==> src/rtl/program_loader.sv <==
// program_loader
//   Writer side of the instruction memory. Receives a program as a byte
//   stream (valid/ready), assembles little-endian 32-bit words and writes them
//   to instruction RAM at consecutive word addresses starting at BASE_ADDR.
//   The CPU is held in reset until a load completes successfully.
//
//   Stream format: 4-byte LE length N (in words), then N words, LSB first.
//
// Ports
//   clk          in   1   system clock, rising edge
//   reset        in   1   asynchronous active-high reset
//   start        in   1   one-cycle pulse, begins a load (honoured in IDLE/DONE/ERROR)
//   in_valid     in   1   in_byte is valid
//   in_byte      in   8   stream byte
//   in_ready     out  1   loader accepts in_byte this cycle (LEN and DATA only)
//   mem_we       out  1   imem write enable, one cycle per word
//   mem_address  out  32  imem byte address, word aligned
//   mem_data     out  32  imem write data
//   cpu_hold     out  1   holds the CPU in reset while high
//   done         out  1   load finished OK (level)
//   error        out  1   length rejected (level)
//   words_loaded out  16  words written in the current or last load
module program_loader #(
  parameter logic [31:0] BASE_ADDR = 32'h0000_0000,
  parameter int unsigned MAX_WORDS = 1024
) (
  input  logic        clk,
  input  logic        reset,
  input  logic        start,
  input  logic        in_valid,
  input  logic [7:0]  in_byte,
  output logic        in_ready,
  output logic        mem_we,
  output logic [31:0] mem_address,
  output logic [31:0] mem_data,
  output logic        cpu_hold,
  output logic        done,
  output logic        error,
  output logic [15:0] words_loaded
);

  typedef enum logic [2:0] {
    S_IDLE  = 3'd0,
    S_LEN   = 3'd1,
    S_DATA  = 3'd2,
    S_WRITE = 3'd3,
    S_DONE  = 3'd4,
    S_ERROR = 3'd5
  } state_t;

  localparam logic [31:0] MAX_WORDS_W = 32'(MAX_WORDS);

  state_t      state_q;
  logic [1:0]  byte_cnt_q;
  logic [31:0] len_q;
  logic [31:0] word_q;
  logic        in_ready_q;
  logic        mem_we_q;
  logic [31:0] mem_address_q;
  logic [31:0] mem_data_q;
  logic        cpu_hold_q;
  logic        done_q;
  logic        error_q;
  logic [15:0] words_loaded_q;

  logic        byte_xfer;
  logic [31:0] len_d;
  logic [31:0] word_d;
  logic [15:0] words_loaded_d;
  logic        last_word;
  logic [31:0] write_addr;

  // Byte-lane merge of the incoming byte into the length and data registers.
  always_comb begin
    byte_xfer      = in_valid && in_ready_q;
    len_d          = len_q;
    word_d         = word_q;
    len_d[{3'd0, byte_cnt_q} * 5'd8 +: 8]  = in_byte;
    word_d[{3'd0, byte_cnt_q} * 5'd8 +: 8] = in_byte;
    words_loaded_d = words_loaded_q + 16'd1;
    // N is compared as a full 32-bit value so huge lengths never alias.
    last_word      = ({16'd0, words_loaded_d} == len_q);
    write_addr     = BASE_ADDR + {14'd0, words_loaded_q, 2'b00};
  end

  // Load FSM with all outputs registered.
  always_ff @(posedge clk or posedge reset) begin
    if (reset) begin
      state_q        <= S_IDLE;
      byte_cnt_q     <= 2'd0;
      len_q          <= 32'd0;
      word_q         <= 32'd0;
      in_ready_q     <= 1'b0;
      mem_we_q       <= 1'b0;
      mem_address_q  <= BASE_ADDR;
      mem_data_q     <= 32'd0;
      cpu_hold_q     <= 1'b1;
      done_q         <= 1'b0;
      error_q        <= 1'b0;
      words_loaded_q <= 16'd0;
    end else begin
      // Write strobe is a single-cycle pulse unless re-armed below.
      mem_we_q <= 1'b0;
      case (state_q)
        S_IDLE, S_DONE, S_ERROR: begin
          if (start) begin
            state_q        <= S_LEN;
            byte_cnt_q     <= 2'd0;
            in_ready_q     <= 1'b1;
            words_loaded_q <= 16'd0;
            done_q         <= 1'b0;
            error_q        <= 1'b0;
            cpu_hold_q     <= 1'b1;
          end
        end
        S_LEN: begin
          if (byte_xfer) begin
            len_q      <= len_d;
            byte_cnt_q <= byte_cnt_q + 2'd1;
            if (byte_cnt_q == 2'd3) begin
              if (len_d == 32'd0) begin
                state_q    <= S_DONE;
                in_ready_q <= 1'b0;
                done_q     <= 1'b1;
                cpu_hold_q <= 1'b0;
              end else if (len_d > MAX_WORDS_W) begin
                state_q    <= S_ERROR;
                in_ready_q <= 1'b0;
                error_q    <= 1'b1;
              end else begin
                state_q <= S_DATA;
              end
            end
          end
        end
        S_DATA: begin
          if (byte_xfer) begin
            word_q     <= word_d;
            byte_cnt_q <= byte_cnt_q + 2'd1;
            if (byte_cnt_q == 2'd3) begin
              // Present the write during the WRITE cycle itself.
              state_q       <= S_WRITE;
              in_ready_q    <= 1'b0;
              mem_we_q      <= 1'b1;
              mem_address_q <= write_addr;
              mem_data_q    <= word_d;
            end
          end
        end
        S_WRITE: begin
          words_loaded_q <= words_loaded_d;
          if (last_word) begin
            state_q    <= S_DONE;
            done_q     <= 1'b1;
            cpu_hold_q <= 1'b0;
          end else begin
            state_q    <= S_DATA;
            in_ready_q <= 1'b1;
          end
        end
        default: begin
          state_q    <= S_IDLE;
          in_ready_q <= 1'b0;
        end
      endcase
    end
  end

  assign in_ready     = in_ready_q;
  assign mem_we       = mem_we_q;
  assign mem_address  = mem_address_q;
  assign mem_data     = mem_data_q;
  assign cpu_hold     = cpu_hold_q;
  assign done         = done_q;
  assign error        = error_q;
  assign words_loaded = words_loaded_q;

endmodule
==> config.mk <==
export PLATFORM = sky130hd
export DESIGN_NAME = program_loader
export DESIGN_NICKNAME = d
export VERILOG_FILES = /design/src/rtl/program_loader.sv
export SDC_FILE = /design/constraint.sdc
export NUM_CORES = 1
export LEC_CHECK = 0
export ABC_AREA = 1
export CAP_MARGIN = 20
export CORE_MARGIN = 5
export CORE_UTILIZATION = 30
export CTS_CLUSTER_SIZE = 20
export DETAILED_ROUTE_END_ITERATION = 12
export GPL_TIMING_DRIVEN = 0
export HOLD_SLACK_MARGIN = 0.03
export MAX_ROUTING_LAYER = met4
export SYNTH_ARGS = -nofsm -noshare
export SYNTH_HDL_FRONTEND = slang
export SYNTH_SLANG_ARGS = --single-unit
export TNS_END_PERCENT = 20
==> constraint.sdc <==
create_clock -name clk -period 5.16 [get_ports clk]
set_input_delay 1.032 -clock clk [delete_from_list [all_inputs] [get_ports clk]]
set_output_delay 1.032 -clock clk [all_outputs]
set_load 0.1 [all_outputs]
==> results by stage, run 1 <==
Worst setup path:
- Of all nets on the critical path, the largest fanout is 2.
- The worst register-to-register path begins at byte_cnt_q[0].
- The number of buffers and inverters on the critical path is 1.
- The cell family contributing the most delay on the critical path is buffers and inverters.
- At the worst endpoint, the arrival time is 2.10 ns.
- Data on the critical path is required at its endpoint by 4.13 ns.
- The type of destination of the critical path is an output pin.
- The kind of start point of the critical path is a flip-flop.
- Among all stages on the critical path, the largest delay is contributed by clkdlybuf4s50_1.
- The signal on the critical path passes through clkdlybuf4s50_1.
- The worst setup path category is flip-flop to output pin.
- The most critical setup path has its startpoint at cpu_hold.
- In this design, the stage delay of the slowest critical-path cell is 1.14 ns.

Clock network:
- Clock-pin slew was measured on the worst setup and hold paths at 0.06 ns.
- The H-tree was split into 4 levels.
- The number of hold buffers added after cts is 0.
- The clock drives 138 sinks.
- Clock tree synthesis inserted a total of 17 buffers.
- TritonCTS built the clock tree.
- The buffer count from post-CTS setup fixing is 0.
- The source-to-sink clock delay at the later pin of the worst-skew pair is 0.43 ns.
- The clock passes through at most 2 buffers.
- The post-cts repair resize count is 0.
- The root buffer cell is clkbuf_16.

Drt:
- Summing over every cut layer, the via total after detailed routing is 6528.
- For this block, the routed nets add up to 20190 um of wire.
- In the final routed layout, each cell accounts on average for 14.48 um.
- The post-detailed-route DRC marker count is 0.
- After the first detailed-routing iteration, the DRC count stood at 513.
- The remaining number of nets flagged by the antenna check after routing is 0.
- The routed via count divided by cell count is 4.683.
- The first-pass iteration count of the detailed router is 5.

STA:
- The share of the cycle needed by the critical path after routing is 60.61%.
- Setup repair after global routing left no endpoint under its margin.
- The final-report max-slew violation count came to 0.
- The setup violation total in the final timing report is 0.
- The slew of the pin with the lowest slew margin is 0.9912 ns.
- The number of hold violations in the final report is 0.
- The worst path needs 3.127 ns of the cycle, external delays included.
- The headroom to the max-slew limit is 33.71%.
- Summed over all failing endpoints, the final setup total negative slack is 0 ns.
- Across the routed clock network, the largest skew measured is 0.007141 ns.
- Static timing analysis puts the maximum clock frequency at 319.7 MHz.

Yosys:
- Sorting the synthesized cells by area gives the leading types as dfrtp_1, nand2_1, o21ai_0, inv_1, nor2_1.
- The total standard cell area after synthesis is 0.007096 mm^2.
- The top cell type's share of synthesized area is 48.32%.
- For this run, the register share of the synthesized area comes to 48.69%.
- The biggest area contributor in the post-synthesis netlist is dfrtp_1.
- The gate count of the mapped netlist is 948.
- Synthesis instantiated 33 different standard cells from the library.
- The register bit total from synthesis is 138.
- A synthesized cell averages 7.485 um^2.
- The count of synthesis-stage warnings from yosys is 0.

Final layout:
- The library cells used most frequently in the layout, excluding fill and tap cells, are nand2_1, dfrtp_1, o21ai_0.
- The finished layout holds 1394 standard cells, fillers aside.
- Leaving out fill and tap cells, the most frequent cell in the layout is nand2_1.
- The number of antenna diodes in the final layout is 0.
- The net count reported at finish is 1082.
- From synthesis to final layout, the design area changed by 26.50%.
- In the final layout, the share of cells above drive strength 1 is 8.000%.
- The share of the core filled with cells is 38.36%.

Power:
- The power per standard cell area is 553.9 mW/mm^2.
- The part of the power in the clock network is 24.7%.
- The peak supply drop is 0.2487 mV.
- The switching power of the nets is 2.256 mW.
- Internal power comes to 2.716 mW.
- Combinational logic burns 45.3% of the power.
- The switching share of total power is 45.38%.
- Of the total power, registers draw 30.0%.
- The total power after layout is 4.972 mW.
- The leakage dissipation is 4.212 nW.

GRT:
- The combined global-route utilization of all metal layers is 15.98%.
- The initial antenna violation count is 0.
- Entering global routing, the biggest net connects 90 pins.
- The via count of the first global-routing pass is 6320.
- The overflow left after global routing is 0.
- The first global-routing pass estimated 33260 um of wire.

Place:
- Summed over all nets, the half-perimeter wirelength after detailed placement is 14890 um.
- The number of I/O port buffers is 80.
- In this run, placement finished with an instance count of 1363.
- The placer's final routability congestion estimate is 0.8685.

Worst hold path:
- In this run the most critical hold path is launched from cpu_hold.
- The tightest min-delay check is of the flip-flop to flip-flop type.

Run status:
- The run finished with clean final reports.

Die:
- The floorplan step defined a core boundary enclosing 0.02340 mm^2.
- Measured along the x axis, the die boundary spans 163.8 um.
- The initial standard-cell utilization of the core is 30.32%.
- The floorplan has 56 rows.
- The die span in y is 163.8 um.
- During I/O placement, the number of pins put on the boundary was 97.
- The die covers 0.02683 mm^2.

Job:
- The max-cap violation count is 0.
## cell usage after synthesis (all sizes together)
| master | count |
|---|---|
| dfstp | 1 |
| dfrtp | 137 |
| conb | 1 |
| nand2 | 323 |
| or2 | 1 |
| clkbuf | 20 |
| nor2 | 95 |
| ha | 7 |
| nand4 | 8 |
| xor2 | 1 |
| o21ai | 101 |
| xnor3 | 1 |
| o21a | 6 |
| nand3 | 59 |
| o22ai | 36 |
| and2 | 1 |
| nand3b | 1 |
| inv | 105 |
| a21oi | 10 |
| nor3 | 3 |
| o2111ai | 1 |
| buf | 29 |
| a221oi | 1 |
## through the flow
stage | setup slack [ns] | area [um^2] | hold WS, ns
after CTS | 2.000 | 8976 | 0.4713
final | 2.033 | 8976 | 0.4664
after detailed placement | 1.966 | 8384 | 0.4544
after global routing | 1.960 | 8976 | 0.4935
after global placement | -1.793 | 8352 | 0.4550
after floorplan | 0.4335 | 7152 | 0.4534
## path summary, 6_finish.rpt
check                                    end  slack [ns]  cells past startpoint
worst max-delay path                cpu_hold        2.03                      1
worst min-delay path                cpu_hold        0.47                      2
worst max register to register          done        2.40                     17
worst min register to register      cpu_hold        0.47                      2
max in group asynchronous          len_q[25]        3.33                      3
min in group asynchronous       mem_data[24]        1.02                      2
## power by group through the flow
stage          Sequential (mW)  Combinational (mW)  Clock (mW)
6_report                  1.49                2.25        1.23
5_1_grt                   1.53                2.47        1.30
4_1_cts                   1.49                2.25        1.25
3_5_place_dp              1.51                2.24           0
3_3_place_gp              1.50                2.23           0
2_1_floorplan             2.08                1.12           0
## final cells by class
type / count / area (um^2)
Multi-Input combinational cell: 671 / 3025
Timing Repair Buffer: 81 / 828.3
Inverter: 105 / 399.1
Sequential cell: 138 / 3455
Clock buffer: 25 / 505.5
Fill cell: 2450 / 14430
Clock inverter: 6 / 86.33
Tap cell: 319 / 399.1
Buffer: 49 / 277.8
## logic make-up (layout without fill, tap and decap cells)
| group | after synthesis | after routing | synth area share [%] |
|---|---|---|---|
| xor+xnor | 2 | 2 | 0.4408 |
| buf+inv | 154 | 266 | 9.469 |
| simple gates | 491 | 491 | 28.18 |
| other cells | 1 | 16 | 0.05285 |
| fa+ha+maj | 7 | 7 | 1.234 |
| compound gates | 155 | 155 | 11.94 |
| flops | 138 | 138 | 48.69 |
## state kept, by name (all words and copies together) (netlist names)
| register | cells |
|---|---|
| len_q | 32 |
| mem_data | 32 |
| word_q | 32 |
| mem_address | 16 |
| words_loaded | 16 |
| state_q | 3 |
| byte_cnt_q | 2 |
| cpu_hold | 1 |
| done | 1 |
| error | 1 |
| in_ready | 1 |
| mem_we | 1 |
## metal layers
layer	wire length (um)	share of wire, %	GRT usage [%]	vias up
met5	0	0	-	-
met4	468	2.3	5.071	0
met3	1043	5.2	3.714	35
met2	9119	45	23.66	162
met1	9558	47	21.81	3098
li1	-	-	-	3233
No activity file was read; power rests on OpenSTA's default activity.
==> inputs of run 2 (changes only) <==
==> constraint.sdc (replaced) <==
create_clock -name clk -period 3.15 [get_ports clk]
set_input_delay 0.63 -clock clk [delete_from_list [all_inputs] [get_ports clk]]
set_output_delay 0.63 -clock clk [all_outputs]
set_load 0.1 [all_outputs]
==> results by stage, run 2 (same netlist as run 1, synthesis figures left out) <==
STA:
- The number of hold violations in the final report came to 0 (unchanged).
- The time the worst path needs with I/O delays and setup is 2.805 ns.
- The slew of the pin with the lowest slew margin was 1.004 ns (was 0.9912 ns).
- The final-report max-slew violation count is 0 (unchanged).
- The worst path uses 89.03% of the clock period.
- RSZ-0062 raised after global routing: no (unchanged).
- The setup violation total in the final timing report was 0 (unchanged).
- The setup clock skew after layout came to 0.009045 ns (was 0.007141 ns).
- The headroom to the max-slew limit is 32.87% (was 33.71%).
- The worst slack on hold paths is 0.4611 ns (was 0.4664 ns).
- The maximum clock rate is 356.6 MHz.

Job:
- The max-cap violation count is 0 (unchanged).

Final layout:
- The area of the multi-input gates is 0.003025 mm^2 (unchanged).
- The count of inserted antenna diode cells is 0 (unchanged).
- The most common cell after layout, fill and taps aside is nand2_1 (unchanged).
- The fraction of layout instances using a drive strength above 1 is 8.357% (was 8.000%).
- Most used cells in the layout excluding fill and tap cells: nand2_1, dfrtp_1, o21ai_0 (unchanged).
- The combined flip-flop and latch cell area is 0.003455 mm^2 (unchanged).
- The net count reported at finish is 1084 (was 1082).
- The number of fill cells is 2396 (was 2450).
- The area growth from synthesis to layout was 27.60% (was 26.50%).
- The number of standard cells in the final layout excluding fillers is 1396 (was 1394).

Drt:
- The remaining number of nets flagged by the antenna check after routing is 0 (unchanged).
- The average wire per standard cell is 14.56 um (was 14.48 um).
- The detailed-route wire length came to 20330 um (was 20190 um).
- The number of design-rule violations left by the first detailed-router iteration is 510 (was 513).
- The routed via count is 6523 (was 6528).
- The post-detailed-route DRC marker count is 0 (unchanged).
- The routed via count divided by cell count is 4.673 (was 4.683).
- The first-pass iteration count of the detailed router is 5 (unchanged).

GRT:
- The global-route wire length before repair was 32760 um (was 33260 um).
- The met1 routing resource usage after global routing is 21.82% (was 21.81%).
- The overflow left after global routing is 0 (unchanged).
- The combined global-route utilization of all metal layers is 15.86% (was 15.98%).
- The via count of the first global-routing pass is 6181 (was 6320).
- The busiest metal layer after global routing is met2 (unchanged).
- The met2 usage was 24.15% (was 23.66%).
- The pin count of the biggest net entering global routing is 38 (was 90).
- The initial antenna violation count is 0 (unchanged).
- The fraction of met3 tracks used by global routing is 3.162% (was 3.714%).

Place:
- The number of I/O port buffers is 80 (unchanged).
- The total half-perimeter wirelength after legalization and detailed placement came to 15150 um (was 14890 um).
- The number of cells after detailed placement is 1365 (was 1363).
- The placer's final routability congestion estimate is 0.8817 (was 0.8685).

Power:
- The leakage dissipation is 4.247 nW (was 4.212 nW).
- The peak supply drop is 0.3887 mV (was 0.2487 mV).
- The power per standard cell area is 919.5 mW/mm^2 (was 553.9 mW/mm^2).

Clock network:
- The post-cts repair resize count was 0 (unchanged).
- The number of clock sinks seen by CTS is 138 (unchanged).
- The CTS tree is built (unchanged).
- The number of levels in the clock H-tree is 4 (unchanged).
- The number of hold buffers added after cts is 0 (unchanged).
- The buffer count from post-CTS setup fixing is 0 (unchanged).
- The total clock buffers created by CTS was 17 (unchanged).
- The register clock-pin slew on the reported worst setup and hold paths is 0.06 ns (about the same).
- The root buffer cell is clkbuf_16 (unchanged).
- The source-to-sink clock delay at the later pin of the worst-skew pair was 0.42 ns (was 0.43 ns).
- The maximum buffer depth of the clock tree is 2 (unchanged).

Worst setup path:
- The arrival time at the worst endpoint is 3.12 ns (was 2.10 ns).
- The length in cells of the worst reg-to-reg path was 16 (was 17).
- The worst setup path category was flip-flop to flip-flop (was flip-flop to output pin).
- The type of destination of the critical path is a flip-flop (was output pin).
- The beginning of the critical path is byte_cnt_q[0] (was cpu_hold).
- The register-to-register setup slack was 0.35 ns (was 2.40 ns).
- The critical path endpoint is in_ready (was cpu_hold).
- The required arrival time at the worst endpoint is 3.47 ns (was 4.13 ns).
- The startpoint of the most critical register-to-register path is byte_cnt_q[0] (unchanged).
- The highest fanout seen on the critical path is 10 (was 2).
- The kind of start point of the critical path is a flip-flop (unchanged).
- The critical register-to-register path endpoint is in_ready (was done).

Die:
- The die span in y was 163.8 um (unchanged).
- The number of ports placed on the die boundary is 97 (unchanged).
- The area inside the core boundary is 0.02340 mm^2 (unchanged).
- The initial standard-cell utilization of the core is 30.32% (unchanged).
- The area of the die is 0.02683 mm^2 (unchanged).
- The number of rows created at floorplan is 56 (unchanged).
- The floorplan die width is 163.8 um (unchanged).

Run status:
- Result of the run: complete, no violations (unchanged).

Worst hold path:
- The type of the worst min-delay path is flip-flop to flip-flop (unchanged).
run 2: cell count changes in the layout (fill, tap and decap cells not counted), sizes merged:
cell      change
clkinvlp      +1
buf           +2
clkbuf        -6
clkinv        +1
bufinv        +3
inv           +1
run 2: routing by layer:
| layer | vias up | share of wire [%] |
|---|---|---|
| met3 | 16 | 4.8 |
| met4 | 0 | 1.3 |
| met5 | - | 0 |
| met1 | 3092 | 48 |
| met2 | 177 | 46 |
| li1 | 3238 | - |
run 2: report_power, final:
part	internal, mW	switching, mW	leakage [nW]
Sequential	2.21	0.233	1.86
Combinational	0.979	2.71	2.08
Clock	1.42	0.773	0.313
Total	4.61	3.72	4.25
run 2: area by class of cell:
class	instances	share of cell area [%]
Clock inverter	12	2.156
Sequential cell	138	38.16
Inverter	105	4.395
Tap cell	319	4.409
Multi-Input combinational cell	671	33.42
Buffer	49	3.068
Clock buffer	19	4.892
Timing Repair Buffer	83	9.508
run 2: how the worst min path moves through the flow:
stage               from  depth (start not counted)   endpoint  slack, ns
2_1_floorplan  word_q[0]                          2  word_q[0]       0.45
3_3_place_gp    cpu_hold                          2   cpu_hold       0.45
3_5_place_dp    cpu_hold                          2   cpu_hold       0.46
4_1_cts         cpu_hold                          2   cpu_hold       0.47
5_1_grt         cpu_hold                          2   cpu_hold       0.50
6_report        cpu_hold                          2   cpu_hold       0.46
run 2: critical path, cell delays in order (launching register included):
cell and delay, ns:
dfrtp_1 0.40, buf_4 0.20, inv_2 0.10, ha_1 0.24
inv_2 0.11, buf_2 0.23, nand3_1 0.31, o22ai_1 0.36
nor2_1 0.09, nand3_1 0.11, nand2_1 0.09, nand3_1 0.12
nor2_1 0.06, nor2_1 0.12, nand2_1 0.06, nand2_1 0.05
nand2_1 0.04
run 2: through the flow:
step | setup WS (ns) | utilization [%] | TNS (ns) | area [um^2] | power, mW
after global placement | -0.5910 | 35.70 | -78.67 | 8356 | 6.106
after floorplan | 0.5091 | - | 0 | 7156 | 5.240
after CTS | 0.3743 | 38.69 | 0 | 9054 | 8.369
after detailed placement | 0.3470 | 35.96 | 0 | 8416 | 6.148
after global routing | 0.08974 | 38.69 | 0 | 9054 | 8.860
final | 0.3455 | 38.69 | 0 | 9054 | 8.325
